## src/rtl/ctrl_pkg.sv

```systemverilog
// Shared encodings for the ID/EX control pipe: opcodes, functs, ALU codes,
// the decoded control bundle and the per-edge action selector.
package ctrl_pkg;

  localparam logic [5:0] OP_RTYPE = 6'b000000;
  localparam logic [5:0] OP_J     = 6'b000010;
  localparam logic [5:0] OP_JAL   = 6'b000011;
  localparam logic [5:0] OP_BEQ   = 6'b000100;
  localparam logic [5:0] OP_BNE   = 6'b000101;
  localparam logic [5:0] OP_ADDI  = 6'b001000;
  localparam logic [5:0] OP_SLTI  = 6'b001010;
  localparam logic [5:0] OP_ANDI  = 6'b001100;
  localparam logic [5:0] OP_ORI   = 6'b001101;
  localparam logic [5:0] OP_LW    = 6'b100011;
  localparam logic [5:0] OP_SW    = 6'b101011;

  localparam logic [5:0] FN_MFHI  = 6'b010000;
  localparam logic [5:0] FN_MFLO  = 6'b010010;
  localparam logic [5:0] FN_MULT  = 6'b011000;
  localparam logic [5:0] FN_DIV   = 6'b011010;

  localparam logic [3:0] ALU_AND  = 4'b0000;
  localparam logic [3:0] ALU_OR   = 4'b0001;
  localparam logic [3:0] ALU_ADD  = 4'b0010;
  localparam logic [3:0] ALU_SUB  = 4'b0110;
  localparam logic [3:0] ALU_SLT  = 4'b0111;
  localparam logic [3:0] ALU_NOP  = 4'b1111;

  typedef struct packed {
    logic       reg_write;
    logic       mem_read;
    logic       mem_write;
    logic       mem_to_reg;
    logic       alu_src;
    logic       branch;
    logic       branch_ne;
    logic       jump;
    logic       link;
    logic       md_start;
    logic       illegal;
    logic [3:0] alu_op;
  } ctrl_t;

  localparam int CTRL_W = $bits(ctrl_t);

  localparam ctrl_t CTRL_BUBBLE = '{alu_op: ALU_NOP, default: 1'b0};

  typedef enum logic [1:0] {
    DST_RT,
    DST_RD,
    DST_LINK
  } dst_t;

  typedef enum logic [1:0] {
    ACT_FREEZE,
    ACT_FLUSH,
    ACT_STALL,
    ACT_ISSUE
  } act_t;

  function automatic logic is_md_issue(logic [5:0] f);
    return (f == FN_MULT) || (f == FN_DIV);
  endfunction

  function automatic logic is_md_dep(logic [5:0] f);
    return is_md_issue(f) || (f == FN_MFHI) || (f == FN_MFLO);
  endfunction

endpackage

```

## src/rtl/id_ex_ctrl_pipe_if.sv

```systemverilog
// ID-stage instruction fields in, ID/EX control bundle and PC/IF-ID enables out.
interface id_ex_ctrl_pipe_if #(
  parameter int ALUOP_W = 4
);
  logic [5:0]         opcode;
  logic [5:0]         funct;
  logic [4:0]         id_rs;
  logic [4:0]         id_rt;
  logic [4:0]         id_rd;
  logic               if_flush;
  logic               mem_stall;
  logic               pc_write;
  logic               ifid_write;
  logic               ex_reg_write;
  logic               ex_mem_read;
  logic               ex_mem_write;
  logic               ex_mem_to_reg;
  logic               ex_alu_src;
  logic               ex_branch;
  logic               ex_branch_ne;
  logic               ex_jump;
  logic               ex_link;
  logic [ALUOP_W-1:0] ex_alu_op;
  logic [4:0]         ex_rs;
  logic [4:0]         ex_rt;
  logic [4:0]         ex_wr_reg;
  logic               ex_md_start;
  logic               ex_illegal;
  logic               md_busy;

  modport master (
    output opcode, funct, id_rs, id_rt, id_rd, if_flush, mem_stall,
    input  pc_write, ifid_write, ex_reg_write, ex_mem_read, ex_mem_write, ex_mem_to_reg,
           ex_alu_src, ex_branch, ex_branch_ne, ex_jump, ex_link, ex_alu_op, ex_rs, ex_rt,
           ex_wr_reg, ex_md_start, ex_illegal, md_busy
  );

  modport slave (
    input  opcode, funct, id_rs, id_rt, id_rd, if_flush, mem_stall,
    output pc_write, ifid_write, ex_reg_write, ex_mem_read, ex_mem_write, ex_mem_to_reg,
           ex_alu_src, ex_branch, ex_branch_ne, ex_jump, ex_link, ex_alu_op, ex_rs, ex_rt,
           ex_wr_reg, ex_md_start, ex_illegal, md_busy
  );
endinterface

```

## src/rtl/ctrl_decode.sv

```systemverilog
// Combinational opcode/funct decoder producing the control bundle plus the
// hazard-related side information the pipe register needs.
module ctrl_decode
  import ctrl_pkg::*;
(
  input  logic [5:0] opcode,
  input  logic [5:0] funct,
  output ctrl_t      ctrl,
  output dst_t       dst,
  output logic       uses_rt,
  output logic       md_dep
);

  always_comb begin
    ctrl    = CTRL_BUBBLE;
    dst     = DST_RT;
    uses_rt = 1'b0;
    md_dep  = 1'b0;
    case (opcode)
      OP_RTYPE: begin
        ctrl.reg_write = 1'b1;
        ctrl.md_start  = is_md_issue(funct);
        dst            = DST_RD;
        uses_rt        = 1'b1;
        md_dep         = is_md_dep(funct);
      end
      OP_LW: begin
        ctrl.reg_write  = 1'b1;
        ctrl.mem_read   = 1'b1;
        ctrl.mem_to_reg = 1'b1;
        ctrl.alu_src    = 1'b1;
        ctrl.alu_op     = ALU_ADD;
      end
      OP_SW: begin
        ctrl.mem_write = 1'b1;
        ctrl.alu_src   = 1'b1;
        ctrl.alu_op    = ALU_ADD;
        uses_rt        = 1'b1;
      end
      OP_BEQ, OP_BNE: begin
        ctrl.branch    = 1'b1;
        ctrl.branch_ne = (opcode == OP_BNE);
        ctrl.alu_op    = ALU_SUB;
        uses_rt        = 1'b1;
      end
      OP_ADDI, OP_ANDI, OP_ORI, OP_SLTI: begin
        ctrl.reg_write = 1'b1;
        ctrl.alu_src   = 1'b1;
        case (opcode)
          OP_ANDI: ctrl.alu_op = ALU_AND;
          OP_ORI:  ctrl.alu_op = ALU_OR;
          OP_SLTI: ctrl.alu_op = ALU_SLT;
          default: ctrl.alu_op = ALU_ADD;
        endcase
      end
      OP_J: begin
        ctrl.jump = 1'b1;
      end
      OP_JAL: begin
        ctrl.jump      = 1'b1;
        ctrl.link      = 1'b1;
        ctrl.reg_write = 1'b1;
        dst            = DST_LINK;
      end
      default: begin
        ctrl.illegal = 1'b1;
      end
    endcase
  end

endmodule

```

## src/rtl/id_ex_ctrl_pipe.sv

```systemverilog
// Decodes the ID instruction, resolves load-use and mult/div hazards and
// loads the ID/EX control register; drives the PC and IF/ID write enables.
module id_ex_ctrl_pipe
  import ctrl_pkg::*;
#(
  parameter int ALUOP_W    = 4,
  parameter int MD_LATENCY = 4,
  parameter int HAZARD_EN  = 1,
  parameter int LINK_REG   = 31
) (
  input logic              clk,
  input logic              reset,
  id_ex_ctrl_pipe_if.slave bus
);

  ctrl_t      dec_ctrl;
  dst_t       dec_dst;
  logic       dec_uses_rt;
  logic       dec_md_dep;

  ctrl_t      ctrl_reg, ctrl_next;
  logic [4:0] rs_reg, rs_next;
  logic [4:0] rt_reg, rt_next;
  logic [4:0] dst_reg, dst_next;
  logic [3:0] md_cnt_reg, md_cnt_next;
  logic [3:0] md_cnt_dec;
  logic       load_use;
  logic       md_hazard;
  act_t       act;

  ctrl_decode u_decode (
    .opcode  (bus.opcode),
    .funct   (bus.funct),
    .ctrl    (dec_ctrl),
    .dst     (dec_dst),
    .uses_rt (dec_uses_rt),
    .md_dep  (dec_md_dep)
  );

  always_comb begin
    load_use  = (HAZARD_EN != 0) && ctrl_reg.mem_read && (rt_reg != 5'd0) &&
                ((rt_reg == bus.id_rs) || ((rt_reg == bus.id_rt) && dec_uses_rt));
    md_hazard = (md_cnt_reg != 4'd0) && dec_md_dep;
    if (bus.mem_stall)                act = ACT_FREEZE;
    else if (bus.if_flush)            act = ACT_FLUSH;
    else if (load_use || md_hazard)   act = ACT_STALL;
    else                              act = ACT_ISSUE;
  end

  assign md_cnt_dec = (md_cnt_reg != 4'd0) ? md_cnt_reg - 4'd1 : 4'd0;

  always_comb begin
    ctrl_next   = ctrl_reg;
    rs_next     = rs_reg;
    rt_next     = rt_reg;
    dst_next    = dst_reg;
    md_cnt_next = md_cnt_reg;
    case (act)
      ACT_FLUSH, ACT_STALL: begin
        ctrl_next   = CTRL_BUBBLE;
        rs_next     = 5'd0;
        rt_next     = 5'd0;
        dst_next    = 5'd0;
        md_cnt_next = md_cnt_dec;
      end
      ACT_ISSUE: begin
        ctrl_next   = dec_ctrl;
        md_cnt_next = dec_ctrl.md_start ? 4'(MD_LATENCY) : md_cnt_dec;
        // An undefined opcode travels as a bubble, so its register fields are dropped.
        if (dec_ctrl.illegal) begin
          rs_next  = 5'd0;
          rt_next  = 5'd0;
          dst_next = 5'd0;
        end else begin
          rs_next = bus.id_rs;
          rt_next = bus.id_rt;
          case (dec_dst)
            DST_RD:   dst_next = bus.id_rd;
            DST_LINK: dst_next = 5'(LINK_REG);
            default:  dst_next = bus.id_rt;
          endcase
        end
      end
      default: ;
    endcase
  end

  always_ff @(posedge clk) begin
    if (reset) begin
      ctrl_reg   <= CTRL_BUBBLE;
      rs_reg     <= 5'd0;
      rt_reg     <= 5'd0;
      dst_reg    <= 5'd0;
      md_cnt_reg <= 4'd0;
    end else begin
      ctrl_reg   <= ctrl_next;
      rs_reg     <= rs_next;
      rt_reg     <= rt_next;
      dst_reg    <= dst_next;
      md_cnt_reg <= md_cnt_next;
    end
  end

  assign bus.pc_write      = reset || (act == ACT_FLUSH) || (act == ACT_ISSUE);
  assign bus.ifid_write    = bus.pc_write;
  assign bus.ex_reg_write  = ctrl_reg.reg_write;
  assign bus.ex_mem_read   = ctrl_reg.mem_read;
  assign bus.ex_mem_write  = ctrl_reg.mem_write;
  assign bus.ex_mem_to_reg = ctrl_reg.mem_to_reg;
  assign bus.ex_alu_src    = ctrl_reg.alu_src;
  assign bus.ex_branch     = ctrl_reg.branch;
  assign bus.ex_branch_ne  = ctrl_reg.branch_ne;
  assign bus.ex_jump       = ctrl_reg.jump;
  assign bus.ex_link       = ctrl_reg.link;
  assign bus.ex_md_start   = ctrl_reg.md_start;
  assign bus.ex_illegal    = ctrl_reg.illegal;
  // NOP widens to all ones; real ALU codes are zero-extended.
  assign bus.ex_alu_op     = (ctrl_reg.alu_op == ALU_NOP) ? {ALUOP_W{1'b1}} : ALUOP_W'(ctrl_reg.alu_op);
  assign bus.ex_rs         = rs_reg;
  assign bus.ex_rt         = rt_reg;
  assign bus.ex_wr_reg     = dst_reg;
  assign bus.md_busy       = (md_cnt_reg != 4'd0);

endmodule

```

## src/flat_wrapper.sv

```systemverilog
// flat-port wrapper written by rule: the top's interface ports become plain ports
module id_ex_ctrl_pipe_flat import ctrl_pkg::*;
#(
  parameter int ALUOP_W    = 4,
  parameter int MD_LATENCY = 4,
  parameter int HAZARD_EN  = 1,
  parameter int LINK_REG   = 31
)
  (clk, reset, bus_opcode, bus_funct, bus_id_rs, bus_id_rt, bus_id_rd, bus_if_flush, bus_mem_stall, bus_pc_write, bus_ifid_write, bus_ex_reg_write, bus_ex_mem_read, bus_ex_mem_write, bus_ex_mem_to_reg, bus_ex_alu_src, bus_ex_branch, bus_ex_branch_ne, bus_ex_jump, bus_ex_link, bus_ex_alu_op, bus_ex_rs, bus_ex_rt, bus_ex_wr_reg, bus_ex_md_start, bus_ex_illegal, bus_md_busy);
  id_ex_ctrl_pipe_if #(.ALUOP_W(ALUOP_W)) bus_i ();
  input logic clk;
  input logic reset;
  input wire logic [$bits(bus_i.opcode)-1:0] bus_opcode;
  input wire logic [$bits(bus_i.funct)-1:0] bus_funct;
  input wire logic [$bits(bus_i.id_rs)-1:0] bus_id_rs;
  input wire logic [$bits(bus_i.id_rt)-1:0] bus_id_rt;
  input wire logic [$bits(bus_i.id_rd)-1:0] bus_id_rd;
  input wire logic [$bits(bus_i.if_flush)-1:0] bus_if_flush;
  input wire logic [$bits(bus_i.mem_stall)-1:0] bus_mem_stall;
  output wire logic [$bits(bus_i.pc_write)-1:0] bus_pc_write;
  output wire logic [$bits(bus_i.ifid_write)-1:0] bus_ifid_write;
  output wire logic [$bits(bus_i.ex_reg_write)-1:0] bus_ex_reg_write;
  output wire logic [$bits(bus_i.ex_mem_read)-1:0] bus_ex_mem_read;
  output wire logic [$bits(bus_i.ex_mem_write)-1:0] bus_ex_mem_write;
  output wire logic [$bits(bus_i.ex_mem_to_reg)-1:0] bus_ex_mem_to_reg;
  output wire logic [$bits(bus_i.ex_alu_src)-1:0] bus_ex_alu_src;
  output wire logic [$bits(bus_i.ex_branch)-1:0] bus_ex_branch;
  output wire logic [$bits(bus_i.ex_branch_ne)-1:0] bus_ex_branch_ne;
  output wire logic [$bits(bus_i.ex_jump)-1:0] bus_ex_jump;
  output wire logic [$bits(bus_i.ex_link)-1:0] bus_ex_link;
  output wire logic [$bits(bus_i.ex_alu_op)-1:0] bus_ex_alu_op;
  output wire logic [$bits(bus_i.ex_rs)-1:0] bus_ex_rs;
  output wire logic [$bits(bus_i.ex_rt)-1:0] bus_ex_rt;
  output wire logic [$bits(bus_i.ex_wr_reg)-1:0] bus_ex_wr_reg;
  output wire logic [$bits(bus_i.ex_md_start)-1:0] bus_ex_md_start;
  output wire logic [$bits(bus_i.ex_illegal)-1:0] bus_ex_illegal;
  output wire logic [$bits(bus_i.md_busy)-1:0] bus_md_busy;
  assign bus_i.opcode = bus_opcode;
  assign bus_i.funct = bus_funct;
  assign bus_i.id_rs = bus_id_rs;
  assign bus_i.id_rt = bus_id_rt;
  assign bus_i.id_rd = bus_id_rd;
  assign bus_i.if_flush = bus_if_flush;
  assign bus_i.mem_stall = bus_mem_stall;
  assign bus_pc_write = bus_i.pc_write;
  assign bus_ifid_write = bus_i.ifid_write;
  assign bus_ex_reg_write = bus_i.ex_reg_write;
  assign bus_ex_mem_read = bus_i.ex_mem_read;
  assign bus_ex_mem_write = bus_i.ex_mem_write;
  assign bus_ex_mem_to_reg = bus_i.ex_mem_to_reg;
  assign bus_ex_alu_src = bus_i.ex_alu_src;
  assign bus_ex_branch = bus_i.ex_branch;
  assign bus_ex_branch_ne = bus_i.ex_branch_ne;
  assign bus_ex_jump = bus_i.ex_jump;
  assign bus_ex_link = bus_i.ex_link;
  assign bus_ex_alu_op = bus_i.ex_alu_op;
  assign bus_ex_rs = bus_i.ex_rs;
  assign bus_ex_rt = bus_i.ex_rt;
  assign bus_ex_wr_reg = bus_i.ex_wr_reg;
  assign bus_ex_md_start = bus_i.ex_md_start;
  assign bus_ex_illegal = bus_i.ex_illegal;
  assign bus_md_busy = bus_i.md_busy;
  id_ex_ctrl_pipe #(.ALUOP_W(ALUOP_W), .MD_LATENCY(MD_LATENCY), .HAZARD_EN(HAZARD_EN), .LINK_REG(LINK_REG)) u_core (.clk(clk), .reset(reset), .bus(bus_i));
endmodule
```

## config.mk

```make
export PLATFORM = sky130hd
export DESIGN_NAME = id_ex_ctrl_pipe_flat
export DESIGN_NICKNAME = d
export VERILOG_FILES = /design/src/rtl/ctrl_pkg.sv /design/src/rtl/id_ex_ctrl_pipe_if.sv /design/src/rtl/ctrl_decode.sv /design/src/rtl/id_ex_ctrl_pipe.sv /design/src/flat_wrapper.sv
export SDC_FILE = /design/constraint.sdc
export NUM_CORES = 1
export LEC_CHECK = 0
export CAP_MARGIN = 20
export CORE_MARGIN = 2
export CORE_UTILIZATION = 47
export CTS_BUF_LIST = sky130_fd_sc_hd__clkbuf_8
export DETAILED_ROUTE_END_ITERATION = 8
export HOLD_SLACK_MARGIN = 0.05
export PLACE_DENSITY = 0.82
export SYNTH_ARGS = -nofsm -noshare
export SYNTH_HDL_FRONTEND = slang
export SYNTH_HIERARCHICAL = 1
export SYNTH_SLANG_ARGS = --single-unit
```

## constraint.sdc

```tcl
create_clock -name clk -period 2.8 [get_ports clk]
set_input_delay 0.42 -clock clk [delete_from_list [all_inputs] [get_ports clk]]
set_output_delay 0.42 -clock clk [all_outputs]
set_load 0.05 [all_outputs]
```

Word level (Yosys, flattened, before mapping)
Cells that the tools add are included.
{"block": "totals", "elab_cells": 92, "output_inout_bits": 33, "in_bits": 31, "reg_bits": 34}
{"block": "op_classes", "muxes": 29, "eq_ne": 22, "addsub": 1, "reduce_logical": 24}
{"cell": "5-bit one-hot mux with 2 select lines", "n": 4}
{"cell": "15-bit one-hot mux with 2 select lines", "n": 1}
{"cell": "6-bit by 4-bit equality test with 1-bit output (second input constant)", "n": 4}
{"cell": "6-bit by 5-bit equality test with 1-bit output (second input constant)", "n": 4}
{"cell": "5-bit two-way mux", "n": 3}
{"cell": "6-bit by 2-bit equality test with 1-bit output (second input constant)", "n": 2}
{"cell": "6-bit by 3-bit equality test with 1-bit output (second input constant)", "n": 2}
{"cell": "6-bit equality test (second input constant)", "n": 2}
{"cell": "4-bit two-way mux", "n": 3}
{"cell": "4-bit one-hot mux with 3 select lines", "n": 1}
{"cell": "1-bit two-way mux", "n": 11}
{"cell": "11-bit OR reduction", "n": 1}
{"cell": "5-bit equality test", "n": 2}
{"cell": "3-bit one-hot mux with 3 select lines", "n": 1}
{"cell": "4-bit one-hot mux with 2 select lines", "n": 1}
{"cell": "2-bit OR reduction", "n": 4}
{"cell": "4-bit OR reduction", "n": 2}
{"cell": "1-bit logical OR", "n": 7}
{"cell": "7-bit OR reduction", "n": 1}
{"cell": "2-bit equality test (second input constant)", "n": 3}
{"cell": "6-bit logical NOT", "n": 1}
{"cell": "2-bit two-way mux", "n": 3}
{"cell": "6-bit OR reduction", "n": 1}
{"cell": "5-bit nonzero test", "n": 1}
{"cell": "other kinds (7)", "n": 11}

Logic depth before layout (Yosys ltp)
{"block": "depth", "depth_word": 13, "ltp_mapped": 10}

Modules after synthesis
Netlist, hierarchy kept.
{"mod": "id_ex_ctrl_pipe", "cells_per_inst": 157, "seq_area_each_um2": 680.7, "n_inst": 1, "area_per_inst_um2": 1502.7}
{"mod": "ctrl_decode", "cells_per_inst": 49, "seq_area_each_um2": 0.0, "n_inst": 1, "area_per_inst_um2": 326.6}

Worst setup path before layout
OpenSTA, ideal clock, no wires.
{"block": "synth_timing", "kind": "reg-to-output", "start": "reg u_core.rt_reg[1] (netlist: u_core/bus.ex_rt[1])", "end": "out bus_pc_write", "path_buffers": 1, "t_arrival_ps": 2543, "setup_slack_ps": -163, "stages_incl_launch_ff": 6, "path_cell_list": "dfxtp_1 or4_1 o21ai_0 o21ai_0 a21oi_1 buf_4"}
{"block": "synth_via", "elab_chain_len": 11, "word_cells_on_any_way": 15, "cone_classes": "4 x eq/ne; 3 x mux; 8 x reduce/logical"}
{"element": "from (decl)", "line": "id_ex_ctrl_pipe.sv:23", "rtl": "logic [4:0] rt_reg, rt_next;"}
{"element": "from (signal assigned)", "line": "id_ex_ctrl_pipe.sv:98", "rtl": "rt_reg <= rt_next;"}
{"element": "5-bit equality test", "line": "id_ex_ctrl_pipe.sv:42", "rtl": "((rt_reg == bus.id_rs) || ((rt_reg == bus.id_rt) && dec_uses_rt));"}
{"element": "1-bit logical AND", "line": "id_ex_ctrl_pipe.sv:42"}
{"element": "1-bit logical OR", "line": "id_ex_ctrl_pipe.sv:42"}
{"element": "1-bit logical AND *", "line": "id_ex_ctrl_pipe.sv:41", "rtl": "load_use = (HAZARD_EN != 0) && ctrl_reg.mem_read && (rt_reg != 5'd0) &&"}
{"element": "1-bit logical OR *", "line": "id_ex_ctrl_pipe.sv:46", "rtl": "else if (load_use || md_hazard) act = ACT_STALL;"}
{"element": "1-bit two-way mux *", "line": "id_ex_ctrl_pipe.sv:46"}
{"element": "2-bit two-way mux *", "line": "id_ex_ctrl_pipe.sv:45", "rtl": "else if (bus.if_flush) act = ACT_FLUSH;"}
{"element": "2-bit two-way mux *", "line": "id_ex_ctrl_pipe.sv:44", "rtl": "if (bus.mem_stall) act = ACT_FREEZE;"}
{"element": "2-bit by 1-bit equality test with 1-bit output", "line": "id_ex_ctrl_pipe.sv:104", "rtl": "assign bus.pc_write = reset || (act == ACT_FLUSH) || (act == ACT_ISSUE);"}
{"element": "1-bit logical OR", "line": "id_ex_ctrl_pipe.sv:104"}
{"element": "1-bit logical OR *", "line": "id_ex_ctrl_pipe.sv:104"}
{"element": "to (decl)", "line": "flat_wrapper.sv:20", "rtl": "output wire logic [$bits(bus_i.pc_write)-1:0] bus_pc_write;"}
Mark *: on every way between the ends. The rest lies on a longest branch, timed or not.

Worst setup path after layout
{"block": "layout_timing", "start": "in bus_opcode[1]", "end": "out bus_ifid_write"}
{"block": "layout_via", "elab_chain_len": 13, "word_cells_on_any_way": 19, "cone_classes": "5 x eq/ne; 5 x mux; 9 x reduce/logical"}
{"element": "from (decl)", "line": "flat_wrapper.sv:13", "rtl": "input wire logic [$bits(bus_i.opcode)-1:0] bus_opcode;"}
{"element": "6-bit by 3-bit equality test with 1-bit output (tied with other cells)", "line": "ctrl_decode.sv:19", "rtl": "case (opcode)"}
{"element": "4-bit OR reduction (no source line) *"}
{"element": "1-bit two-way mux *", "line": "ctrl_decode.sv:19"}
{"element": "net u_core.dec_uses_rt", "line": "id_ex_ctrl_pipe.sv:18", "rtl": "logic dec_uses_rt;"}
{"element": "1-bit logical AND *", "line": "id_ex_ctrl_pipe.sv:42"}
{"element": "1-bit logical OR *", "line": "id_ex_ctrl_pipe.sv:42"}
{"element": "1-bit logical AND *", "line": "id_ex_ctrl_pipe.sv:41"}
{"element": "1-bit logical OR *", "line": "id_ex_ctrl_pipe.sv:46"}
{"element": "1-bit two-way mux *", "line": "id_ex_ctrl_pipe.sv:46"}
{"element": "2-bit two-way mux *", "line": "id_ex_ctrl_pipe.sv:45"}
{"element": "2-bit two-way mux *", "line": "id_ex_ctrl_pipe.sv:44"}
{"element": "2-bit by 1-bit equality test with 1-bit output", "line": "id_ex_ctrl_pipe.sv:104"}
{"element": "1-bit logical OR", "line": "id_ex_ctrl_pipe.sv:104"}
{"element": "1-bit logical OR *", "line": "id_ex_ctrl_pipe.sv:104"}
{"element": "to (decl)", "line": "flat_wrapper.sv:21", "rtl": "output wire logic [$bits(bus_i.ifid_write)-1:0] bus_ifid_write;"}
Mark *: on every way through the listed nets, which the timed path passes. The rest lies on a longest branch.

==> results.toml <==
[status]
status = "completed"

[sta]
slew_headroom = 0.6469
setup_slack_ps = 110.9
min_period_ps = 2689
skew_ps = 6.412
fmax_mhz = 371.9
finalCritPeriodShare = 0.9604
drv_slew = 0
finalSetupViolCount = 0
hold_ws_ps = 463.0
setup_tns_ps = 0
hold_viol = 0
rsz0062_at_grt = "false"
tightest_slew_ps = 528.0

[setup_path]
startpoint = "bus_opcode[1]"
critPathMaxStageDelay_ps = 530
path_cells = "clkdlybuf4s50_1 -> or4_4 -> a21oi_2 -> nand2_1 -> o22a_1 -> o21ai_1 -> a21oi_2 -> buf_4"
required_ps = 2380
crit_path_start_kind = "input pin"
crit_cells = 8
r2r_cells = 5
worst-path-max-fanout = 2
crit_buf_inv = 2
worst_setup_path_end_kind = "output pin"
r2r_start = "u_core/bus.ex_rt[1]"
arrival_ps = 2270
critPathSlowestCell = "or4_4"
crit_family = "buffers and inverters"
setup.worst_path.class = "input pin to output pin"
crit_top_cell = "a21oi_2"

[logic_synthesis]
synth-async-reset-ratio = 0
syn_inst = 206
syn-cell-area_mm2 = 0.001829
synth_seq_cells = 34
synth_fp_nets = 239
avgSynthCellArea_um2 = 8.880
synth_cell_types = 50
synth_edf_count = 0
ys.flop_type = "dfxtp_1"
ys_warn_count = 6
ys_seq_area_frac = 0.3721

[cts]
clk_pin_slew_ps = 70
h-tree-depth = 2
cts_sinks = 34
hold_buffers = 0
numCtsBuffers = 5
insertion_delay_ps = 290
cts_setup_buffers = 0
clockBufferDepth = 2
clk_root_buffer_cell = "clkbuf_8"
cts_tree = "yes"

[hold_path]
min_path_cells = 2
hold_class = "flop to flop"
min_from = "u_core/bus.ex_md_start"

[place]
place_hpwl_mm = 3.400
pre_cts_ws_ps = -1.275
globalplace.congestion = 0.8847
port_buffers = 62
dpl.cell_count = 306
placed_area_mm2 = 0.002472

[pwr]
p_int_mw = 0.7673
seq_power_share = 0.467
switching_share = 0.2711
vdd_drop_max_mv = 0.3883
switchingPower_mw = 0.2853
total_leakage_power_nw = 0.9381
pwr-share-clk = 0.367
p_comb_frac = 0.166
power_mw = 1.053
p_per_area_mw_per_mm2 = 407.2

[routing]
vias = 1742
first_iter_violations = 138
drt_pass1_iterations = 4
viasPerCell = 5.548
drcViolationCount = 0
met1Wirelength_mm = 2.061
drt.antenna.violating_nets = 0
wl_met3_um = 231
drt-total-wl_mm = 4.569
highest_layer = "met4"
wl_met2_mm = 2.196
wire_per_inst_um = 14.55

[layout]
drive_gt1_frac = 0.1241
antenna_cells = 0
areaGrowthSynthToFinish_pct = 41.31
utilization = 0.7008
multiInputGateArea_um2 = 992.2
stdcell_area_mm2 = 0.002585
finalNonFillerCells = 314
finish.net_count = 298
seqCellArea_um2 = 680.7
fillers = 298

[floorplan]
die_area_mm2 = 0.004407
placementRows = 22
coreArea_mm2 = 0.003689
fp.dieH_um = 66.39
pin_count = 64
die_w_um = 66.39
start_util = 0.4959

[global_routing]
antenna_found_initial = 0
grt_pass1_vias = 1645
gr-total-overflow = 0
grt_usage = 0.2182
grt_pass1_wl_mm = 7.369
grt_max_degree = 26

[job]
cap_violations = 0
cell families (layout without fill, tap and decap cells):
group	count (synthesis)	in the layout	share of synthesized area
xor gates and xnor gates	10	10	0.04788
DFF	34	34	0.3721
and+or+nand+nor	62	62	0.1977
buffers and inverters	33	93	0.09165
adders and majority gates	2	2	0.01368
AOI/OAI and AO/OA	65	65	0.2770
power by group through the flow:
stage / logic, mW / clock network (mW) / registers (mW)
after floorplan: 0.0821 / 0 / 0.516
after global placement: 0.170 / 0 / 0.502
after detailed placement: 0.171 / 0 / 0.502
after CTS: 0.172 / 0.399 / 0.491
after global routing: 0.188 / 0.415 / 0.492
final: 0.175 / 0.387 / 0.491
layout make-up:
class                   instances  share of cell area
flip-flops and latches         34              0.2633
inverters                      11             0.01597
repair buffers                 74              0.2769
well taps                      48             0.02323
clock inverters                 2            0.004840
clock buffers                   6             0.03195
multi-input cells             139              0.3838
synthesized netlist by cell type, drive strengths merged, types with 5 or more instances:
library cell,instances,area [µm²]
dfxtp,34,680.7
a32o,15,150.1
a21oi,14,70.07
nand2,14,55.06
nor2,13,48.80
clkbuf,12,45.04
inv,11,41.29
a22o,10,87.58
buf,10,81.32
o21ai,10,50.04
xnor2,10,87.58
nor3,5,25.02
tightest hold or removal path, cell delays in order (launching register included):
cell and delay, ps:
dfxtp_1 310, nand2_1 50, a21oi_1 50
worst paths after layout:
kind / to / slack, ps
worst max-delay path: bus_ifid_write / 110
worst min-delay path: u_core/bus.ex_md_start / 460
worst max register to register: u_core/bus.ex_wr_reg[3] / 820
worst min register to register: u_core/bus.ex_md_start / 460
cells in the final DEF, fill, tap and decap left out, drive strengths merged, types with 2 or more instances in the layout:
cell / synthesis / routed
a21oi: 14 / 14
a22o: 10 / 10
a32o: 15 / 15
and2: 3 / 3
buf: 10 / 14
clkbuf: 12 / 6
clkdlybuf4s50: 0 / 59
dfxtp: 34 / 34
ha: 2 / 2
inv: 11 / 11
nand2: 14 / 14
nand2b: 4 / 4
nand3: 4 / 4
nor2: 13 / 13
nor2b: 2 / 2
nor3: 5 / 5
nor4: 4 / 4
nor4b: 2 / 2
o21ai: 10 / 10
o2bb2ai: 2 / 2
o31ai: 2 / 2
or4: 4 / 4
or4b: 2 / 2
xnor2: 10 / 10
per-layer routing:
| metal | global-route usage | up-vias |
|---|---|---|
| li1 | - | 876 |
| met1 | 0.2809 | 804 |
| met2 | 0.3463 | 54 |
| met3 | 0.05451 | 8 |
| met4 | 0.08929 | 0 |
| met5 | 0 | - |
what timing repair did:
item / in CTS / in global routing
setup endpoints to repair: 2 / 2
pin swaps: 0 / 1
gates resized for setup: 1 / 5
hold endpoints to repair: 0 / 0
Note: power is estimated with default switching activity, not from simulation.
==> patch, RTL diff (same settings) <==
`ALUOP_W` is set to 4 in 3 places; all go to 3.
--- a/src/rtl/id_ex_ctrl_pipe_if.sv
+++ b/src/rtl/id_ex_ctrl_pipe_if.sv
@@ -1,6 +1,6 @@
 // ID-stage instruction fields in, ID/EX control bundle and PC/IF-ID enables out.
 interface id_ex_ctrl_pipe_if #(
-  parameter int ALUOP_W = 4
+  parameter int ALUOP_W = 3
 );
   logic [5:0]         opcode;
   logic [5:0]         funct;
--- a/src/rtl/id_ex_ctrl_pipe.sv
+++ b/src/rtl/id_ex_ctrl_pipe.sv
@@ -3,7 +3,7 @@
 module id_ex_ctrl_pipe
   import ctrl_pkg::*;
 #(
-  parameter int ALUOP_W    = 4,
+  parameter int ALUOP_W    = 3,
   parameter int MD_LATENCY = 4,
   parameter int HAZARD_EN  = 1,
   parameter int LINK_REG   = 31
--- a/src/flat_wrapper.sv
+++ b/src/flat_wrapper.sv
@@ -1,7 +1,7 @@
 // flat-port wrapper written by rule: the top's interface ports become plain ports
 module id_ex_ctrl_pipe_flat import ctrl_pkg::*;
 #(
-  parameter int ALUOP_W    = 4,
+  parameter int ALUOP_W    = 3,
   parameter int MD_LATENCY = 4,
   parameter int HAZARD_EN  = 1,
   parameter int LINK_REG   = 31
Interface: changed (resized bus_ex_alu_op); port bits go from 64 to 63. No check against the original RTL was run, so the function may have changed too.
==> patch against the unedited design <==
Clock power down 13%; largest cell class unchanged; highest routed layer unchanged; sequential share of layout area down 0.17 points; sequential cell count shrank 1; final area fell by 2.3%; synthesized cell count down 2.9%; non-clock buffer count is 1 lower; critical path type unchanged; total power down 6.4%; area after synthesis is 2.4% lower; setup slack got worse by 0.016 ns; count of clock-buffer cells in the layout fell by 1; routed wire length is 1.1% lower; die area is 2.2% lower; worst hold slack better by 0.0016 ns.
==> patch: results (changes against the unedited design) <==
CTS
----------------------------------------------------------------------------------
Post-CTS resize count                                                            2   +1
TritonCTS buffer count                                                           5   unchanged
Number of post-CTS setup repair buffers                                          0   unchanged
Number of levels in the clock H-tree                                             2   unchanged
Clock slew seen by the registers of the worst setup and hold paths         0.06 ns

GRT
----------------------------------------------------------------------------------
Global-route wire length before repair                                    7.100 mm   -3.7%
Number of global-route vias before repair                                     1577   -4.1%
Total global routing track utilization                                      0.2141   -0.004076
Maximum number of pins on one net before global-route repair                    26   unchanged

POWER
----------------------------------------------------------------------------------
Leak pwr                                                                 0.9057 nW   -3.5%
Max VDD drop                                                             0.3303 mV   -15%

SETUP PATH
----------------------------------------------------------------------------------
Maximum fanout count along the critical path                                     3   +1
Arrival time worst endpoint                                                2.29 ns   +0.02 ns

LAYOUT
----------------------------------------------------------------------------------
Count of filler cells inserted in the layout                                   316   +6.0%
Inserted Diodes                                                                  0   unchanged
Net count reported at finish                                                   292   -2.0%
Share of final-layout standard cells stronger than drive strength 1         0.1231   -0.0009832

ROUTE
----------------------------------------------------------------------------------
WL final                                                                  4.517 mm   -1.1%
Via count of the routed design                                                1728   -0.80%
Detailed-routing iteration count for the pre-antenna-repair pass                 4   unchanged
Number of DRC violations after detailed-routing iteration 0                    145   +5.1%

TIMING
----------------------------------------------------------------------------------
Clock Skews                                                            0.003054 ns   -0.003358 ns
Transition at the pin with the smallest max-transition slack             0.5240 ns   -0.004012 ns

PLACEMENT
----------------------------------------------------------------------------------
Count of input and output buffers                                               61   -1.6%
Post-detailed-placement half-perimeter wirelength                         3.345 mm   -1.6%
Gpl congestion                                                              0.8462   -4.4%

LOGIC SYNTHESIS
----------------------------------------------------------------------------------
Net count after synthesis                                                      233   -2.5%
Yosys synthesis warning count                                                    6   unchanged

RUN STATUS
----------------------------------------------------------------------------------
Status                                                                   completed

[patch: where the power goes]
part / leakage, nW / switching (mW) / internal [mW]
combinational: 0.590 / 0.0915 / 0.0810
sequential: 0.266 / 0.00330 / 0.474
clock: 0.0491 / 0.167 / 0.168
total: 0.906 / 0.262 / 0.723
[patch: critical path: stages]
cell             delay, ns
clkdlybuf4s50_1       0.44
or4_1                 0.56
a21oi_2               0.16
nand2_1               0.10
o22a_1                0.20
o21ai_2               0.13
a21oi_2               0.08
buf_4                 0.19
[patch: area by class of cell]
class,count,area share
repair buffers,73,0.2805
flip-flops and latches,33,0.2616
well taps,48,0.02379
clock inverters,3,0.005451
clock buffers,5,0.02725
inverters,10,0.01487
multi-input cells,136,0.3865
[patch: metal layers]
metal | wire length [um] | GRT usage
met5 | 0 | 0
met4 | 52 | 0.09375
met3 | 216 | 0.05479
met2 | 2241 | 0.3497
met1 | 2007 | 0.2640
[patch: path summary, 6_finish.rpt]
check                            start                   to  slack (ns)  cells past startpoint
hold reg to reg    u_core/bus.ex_rs[0]  u_core/bus.ex_rs[0]        0.46                      1
hold / removal     u_core/bus.ex_rs[0]  u_core/bus.ex_rs[0]        0.46                      1
setup / recovery         bus_opcode[5]       bus_ifid_write        0.09                      8
setup reg to reg  u_core/md_cnt_reg[0]  u_core/bus.ex_rs[3]        0.77                      6
[patch: per-stage QoR]
step / hold WS [ns] / worst slack (ns) / instances / area, sq um / utilization
after detailed placement: 0.4552 / -0.01687 / 300 / 2435 / 0.6651
final: 0.4647 / 0.09471 / 308 / 2525 / 0.6897
after CTS: 0.4705 / 0.05655 / 308 / 2521 / 0.6887
after global placement: 0.4474 / 0.007706 / 300 / 2435 / 0.6651
after floorplan: 0.4645 / 0.1292 / 200 / 1789 / -
after global routing: 0.4819 / 0.004493 / 308 / 2525 / 0.6897
